`src/rtl/and_reduce_serial.sv`:
```
// -----------------------------------------------------------------------------
// and_reduce_serial
//
// Purpose:
//   Serial AND-reduction of a WIDTH-bit operand that arrives as a stream of
//   4-bit nibbles, least-significant nibble first. Each operation is opened
//   with start, consumes exactly NIBS nibbles over a valid/ready handshake,
//   and presents a one-bit result that is held until the consumer
//   acknowledges it.
//
// Ports:
//   clock     in   rising-edge clock
//   reset     in   synchronous, active-high reset
//   start     in   request a new reduction (IDLE, or DONE together with out_ack)
//   in        in   [3:0] operand nibble
//   in_valid  in   in carries a valid nibble
//   in_ready  out  a nibble is accepted this cycle if in_valid is high
//   out       out  AND of all WIDTH bits of the last completed operand
//   out_valid out  out is valid and held
//   out_ack   in   consumer takes the result
//   count     out  [$clog2(NIBS+1)-1:0] nibbles accepted in current operation
// -----------------------------------------------------------------------------
module and_reduce_serial #(
    parameter int WIDTH = 16
) (
    input  logic                                 clock,
    input  logic                                 reset,
    input  logic                                 start,
    input  logic [3:0]                           in,
    input  logic                                 in_valid,
    output logic                                 in_ready,
    output logic                                 out,
    output logic                                 out_valid,
    input  logic                                 out_ack,
    output logic [$clog2((WIDTH/4)+1)-1:0]       count
);

    localparam int NIBS = WIDTH / 4;
    localparam int CW   = $clog2(NIBS + 1);

    // Count value held while the final nibble is being accepted.
    localparam logic [CW-1:0] LAST_IDX = CW'(NIBS - 1);

    // Reject illegal widths at elaboration rather than building a broken
    // counter.
    if ((WIDTH % 4) != 0 || WIDTH < 4) begin : g_width_check
        $error("and_reduce_serial: WIDTH must be a multiple of 4 and >= 4");
    end

    typedef enum logic [1:0] {
        IDLE  = 2'd0,
        ACCUM = 2'd1,
        DONE  = 2'd2
    } state_t;

    state_t state;
    logic   acc;
    logic   accept;
    logic   nib_and;

    // in_ready depends only on state, so a source can never see it react to
    // its own in_valid within the same cycle.
    assign in_ready = (state == ACCUM);
    assign accept   = in_valid & in_ready;
    // Only consumed when accept is high, so an X on in while in_valid is low
    // never reaches acc.
    assign nib_and  = &in;

    // NOTE: every register here is assigned with <= so that all updates use
    // values from before the clock edge; a blocking = would let later lines
    // see already-updated state and silently change the behaviour.
    always_ff @(posedge clock) begin
        if (reset) begin
            // NOTE: acc is a single flop, not a memory, so it is reset along
            // with the rest of the state; a start also reloads it, so a
            // discarded partial operand can never leak into a later result.
            state     <= IDLE;
            acc       <= 1'b1;
            out       <= 1'b0;
            out_valid <= 1'b0;
            count     <= '0;
        end else begin
            case (state)
                IDLE: begin
                    // in_valid is ignored here: nothing is accepted until an
                    // operation has been opened.
                    if (start) begin
                        state <= ACCUM;
                        acc   <= 1'b1;
                        count <= '0;
                    end
                end

                ACCUM: begin
                    // start and out_ack are ignored while accumulating.
                    if (accept) begin
                        acc   <= acc & nib_and;
                        count <= count + 1'b1;
                        // No early exit on a zero nibble: the whole operand
                        // must be drained so the source stays in step.
                        if (count == LAST_IDX) begin
                            state     <= DONE;
                            out       <= acc & nib_and;
                            out_valid <= 1'b1;
                        end
                    end
                end

                DONE: begin
                    // out and count are held; start alone does nothing.
                    if (out_ack) begin
                        out_valid <= 1'b0;
                        if (start) begin
                            // Back-to-back: straight into the next operation
                            // with no idle bubble.
                            state <= ACCUM;
                            acc   <= 1'b1;
                            count <= '0;
                        end else begin
                            state <= IDLE;
                        end
                    end
                end

                default: begin
                    state     <= IDLE;
                    out_valid <= 1'b0;
                end
            endcase
        end
    end

endmodule

```
`config.mk`:
```
export PLATFORM = sky130hd
export DESIGN_NAME = and_reduce_serial
export DESIGN_NICKNAME = d
export VERILOG_FILES = /design/src/rtl/and_reduce_serial.sv
export SDC_FILE = /design/constraint.sdc
export NUM_CORES = 1
export LEC_CHECK = 0
export CAP_MARGIN = 25
export CORE_AREA = 2 2 39 41
export CTS_CLUSTER_SIZE = 28
export DETAILED_ROUTE_END_ITERATION = 7
export DIE_AREA = 0 0 41 43
export PLACE_DENSITY = 0.59
export SLEW_MARGIN = 20
export SYNTH_ARGS = -nofsm -noshare
export SYNTH_HDL_FRONTEND = slang
export SYNTH_SLANG_ARGS = --single-unit
```
`constraint.sdc`:
```
create_clock -name clock -period 2.36 [get_ports clock]
set_input_delay 0.59 -clock clock [delete_from_list [all_inputs] [get_ports clock]]
set_output_delay 0.59 -clock clock [all_outputs]
set_load 0.02 [all_outputs]
```
# Yosys cells after proc, flatten, opt, wreduce, memory -nomap -nowiden
# Index checks and enable logic that the tools add are counted.
dict set report totals {
  wordCells 41
  out_inout_bits 6
  input_bits 9
  register_bits 8
}
dict set report classes {
  muxes 18
  eq_ne 7
  reduce_logical 7
  addsub 1
  bitwise 3
}
# cell count
set ops {}
lappend ops {{4-bit AND reduction} 3}
lappend ops {{3-bit 2-to-1 mux} 3}
lappend ops {{3-bit one-hot mux with 3 select lines} 1}
lappend ops {{2-bit 2-to-1 mux} 4}
lappend ops {{1-bit 2-to-1 mux} 7}
lappend ops {{1-bit one-hot mux with 3 select lines} 2}
lappend ops {{2-bit one-hot mux with 3 select lines} 1}
lappend ops {{3-bit AND reduction} 2}
lappend ops {{2-bit by 1-bit != test with 1-bit output, second input constant} 2}
lappend ops {{2-bit != test, second input constant} 2}
lappend ops {{3-bit by 1-bit adder with 3-bit output, second input constant} 1}
lappend ops {{3-bit by 2-bit equality test with 1-bit output, second input constant} 1}
lappend ops {{3-bit nonzero test} 1}
lappend ops {{1-bit AND} 2}
lappend ops {{2-bit by 1-bit equality test with 1-bit output, second input constant} 1}
lappend ops {{2-bit equality test, second input constant} 1}
lappend ops {{2-bit logical NOT} 1}
lappend ops {{1-bit inverter} 1}

# Depth between registers and ports, before layout
dict set report depth {
  word_depth 4
  depth_mapped 5
  mapped_depth_nobuf 5
}

# Worst setup path before layout
# No wires, ideal clock.
dict set report synth_timing {
  kind {flip-flop to output port}
  start {register state[0]}
  end {output port in_ready}
  n_path_buf 0
  required_time_ns 1.770
  arrival_time_ns 0.799
  setup_slack_ns 0.971
  path_stages_with_launch 2
  cell_sequence {dfxtp_1 nor2b_1}
}
dict set report synth_between {
  elab_chain_cells 1
}
# item line_no
set synth_lines {}
lappend synth_lines {{start: declaration} 56} ;# state_t state;
lappend synth_lines {{start signal: assignment} 77} ;# state <= IDLE;
lappend synth_lines {{start signal: assignment} 88} ;# state <= ACCUM;
lappend synth_lines {{start signal: assignment} 102} ;# state <= DONE;
lappend synth_lines {{2-bit by 1-bit equality test with 1-bit output} 63} ;# assign in_ready = (state == ACCUM);
lappend synth_lines {{end: declaration} 31} ;# output logic in_ready,
# No other way between the ends.

# Worst setup path after layout
# Same ends and word-level chain as after synthesis.

==> flow_summary.toml <==
[critical_path]
cp_data_required_time_ns = 1.77
r2r_setup_slack_ns = 1.07
critical_path.reg2reg.startpoint = "state[0]$_SDFFE_PP0P_"
path_max_fanout = 8
end_of_the_worst_register_to_register_path = "count[0]$_SDFFE_PP0P_"
path_class = "reg -> out"
critPathLaunchType = "register"
critical_path_arrival_ns = 1.52
worstRegToRegCells = 3
timing.critical_path.to_type = "output port"

[drt]
number_of_vias_in_the_routed_layout = 376
number_of_detailed_route_iterations_in_the_first_pass = 2
detail_route.drc_violations = 0
detail-route-antenna-nets = 0
first_iter_violations = 4
drt-vias-per-instance = 5.08
wl_per_cell_microns = 11.2
final_routed_wirelength_microns = 829

[flow_run]
timing.max_cap.violations = 0

[floorplan]
die_span_in_x_microns = 41
fp.dieH_microns = 43
number_of_rows_created_at_floorplan = 14
io_pins = 15
floorplan.core_area_sq_um = 1380
starting_density_of_the_core_pct = 29.1
dieArea_sq_um = 1760

[pwr]
vdd_drop_max_v = 0.000219
intPower_uw = 228
p_leak_uw = 0.000238
switching_share_pct = 23.7
design_power_total_uw = 299
power-per-cell-area_nw_per_um2 = 504
power.sequential.fraction_pct = 48.3
total_switching_power_uw = 70.7
power_frac_clock_pct = 34.4
combPwrFrac_pct = 17.3

[hold_path]
timing.hold.worst_endpoint = "out$_SDFFE_PP0P_"
hp-start = "out$_SDFFE_PP0P_"
holdPathStages = 2
hold_class = "reg -> reg"

[global_route]
global_route_wire_length_before_repair_mm = 1.36
grtUsageMet1_pct = 13.9
gr-usage-met3_pct = 3.66
grt.total_usage_pct = 11.8
grt_pass1_vias = 333
grt.busiest_layer = "met2"
grt_start_max_net_pins = 9
antenna_found_initial = 0
use_met2_pct = 16.3
global_route.overflow_total = 0

[cells_and_area]
multi_input_comb_area_sq_um = 228
layout-area-overhead-vs-synth_pct = 47.2
layout.cells.most_common = "clkdlybuf4s50_1"
drive_above_1_share_pct = 12.1
antenna-diode-count = 0
mostFrequentLayoutCells = "clkdlybuf4s50_1 (14), dfxtp_1 (8), inv_1 (4)"
fillCellCount = 155
final_core_utilization_pct = 42.9
seqCellArea_sq_um = 160
finish.net_count = 71

[clock_network]
tritoncts_num_sinks = 8
worst_setup_hold_path_clk_slew_ns = 0.06
cts_inserted_buffers = 3
postCtsResizedCells = 0
cts_h_tree_lvls = 1
holdBufCountCts = 0
root_buffer = "clkbuf_4"
insertion_delay_to_the_later_sink_of_the_worst_skew_pair_ns = 0.25
post-cts-setup-buffer-count = 0
cts.path.max_buffers = 2
clock_tree_from_tritoncts = "built"

[sta]
maxSlewHeadroom_pct = 80.4
finalSetupTns_ns = 0
rsz0062_at_grt = "false"
tightest_slew_ns = 0.294
timing_max_transition_violations_final = 0
fmax_mhz = 474
fin_hold_viols = 0
final.min_clock_period_ns = 2.11
post-route-period-util_pct = 89.4
clock_skews_ns = 0.00475
setup_viol = 0

[place]
post-dp-hpwl_microns = 667
place.gp.congestion = 0.607
buffer_ports.inserted = 14

[status]
outcome = "complete, no violations"

[yosys]
post_synthesis_sequential_area_ratio_pct = 39.8
avgSynthCellArea_sq_um = 10.1
netlist_area_sq_um = 403
warnings_synthesis = 0
postSynthCellCount = 40
syn_nets = 51
ys_ff_latch = 8
post_synth_num_cell_types = 22
worst max-delay path, cell delays in order, from the launching register on:
cell and delay [ns]:
dfxtp_1 0.45, nor2b_1 0.20, clkdlybuf4s50_1 0.62
worst max path at each step:
| stage | start | to | slack (ns) | depth (start not counted) |
|---|---|---|---|---|
| floorplan | state[0]$_SDFFE_PP0P_ | in_ready | 0.97 | 1 |
| global placement | start | count[0]$_SDFFE_PP0P_ | 0.45 | 4 |
| detailed placement | start | count[0]$_SDFFE_PP0P_ | 0.44 | 4 |
| CTS | state[0]$_SDFFE_PP0P_ | in_ready | 0.23 | 2 |
| global route | state[0]$_SDFFE_PP0P_ | in_ready | 0.13 | 2 |
| finish | state[0]$_SDFFE_PP0P_ | in_ready | 0.25 | 2 |
layer usage:
layer,wire length [microns],up-vias
met1,345,175
met2,374,13
met4,8,0
li1,-,186
met3,100,2
met5,0,-
area by class of cell:
cell class / instances / share of cell area, %
flip-flops and latches: 8 / 27.0
multi-input cells: 28 / 38.4
inverters: 4 / 2.53
well taps: 16 / 3.38
clock buffers: 3 / 3.80
repair buffers: 15 / 24.9
sequential cells by signal (all words and copies together) (netlist names):
name,cells
state,2
out,1
acc,1
out_valid,1
count,3
logic make-up after synthesis:
group                    share of synthesized area, %
flip-flops                                       39.8
buffers and inverters                            3.73
AND/OR/NAND/NOR                                  16.8
AO/OA/AOI/OAI                                    26.1
multiplexers                                     7.45
adder cells (fa/ha/maj)                          6.21
cells in the mapped netlist:
| master | count | area, sq um |
|---|---|---|
| nand2_1 | 2 | 7.51 |
| nor2_1 | 3 | 11.3 |
| a22o_1 | 2 | 17.5 |
| and3b_1 | 1 | 8.76 |
| o31ai_1 | 1 | 7.51 |
| nand3b_1 | 1 | 7.51 |
| mux2_4 | 2 | 30.0 |
| o21ai_0 | 1 | 5.00 |
| nand4b_1 | 1 | 8.76 |
| a31oi_1 | 1 | 6.26 |
| dfxtp_1 | 8 | 160 |
| a21boi_0 | 1 | 7.51 |
| a21oi_1 | 2 | 10.0 |
| o211ai_1 | 1 | 7.51 |
| and3_1 | 1 | 6.26 |
| nor2b_1 | 2 | 12.5 |
| ha_1 | 2 | 25.0 |
| a2bb2oi_1 | 1 | 8.76 |
| inv_1 | 4 | 15.0 |
| nand3_1 | 1 | 5.00 |
| a221oi_4 | 1 | 26.3 |
| a32oi_1 | 1 | 8.76 |
stage by stage:
| stage | setup slack (ns) | cells | instance area [sq um] | hold slack, ns |
|---|---|---|---|---|
| detailed placement | 0.444 | 71 | 571 | 0.485 |
| global placement | 0.449 | 71 | 571 | 0.475 |
| finish | 0.250 | 74 | 593 | 0.489 |
| floorplan | 0.971 | 40 | 403 | 0.464 |
| CTS | 0.229 | 74 | 593 | 0.495 |
| global route | 0.134 | 74 | 593 | 0.511 |
power groups by stage:
| stage | registers, uW | logic [uW] | clock network, uW |
|---|---|---|---|
| after floorplan | 148 | 23.7 | 0 |
| after global placement | 147 | 52.0 | 0 |
| after detailed placement | 147 | 52.3 | 0 |
| after CTS | 144 | 52.3 | 109 |
| after global routing | 145 | 57.4 | 116 |
| final | 144 | 51.6 | 103 |
(Power assumes the default switching activity.)
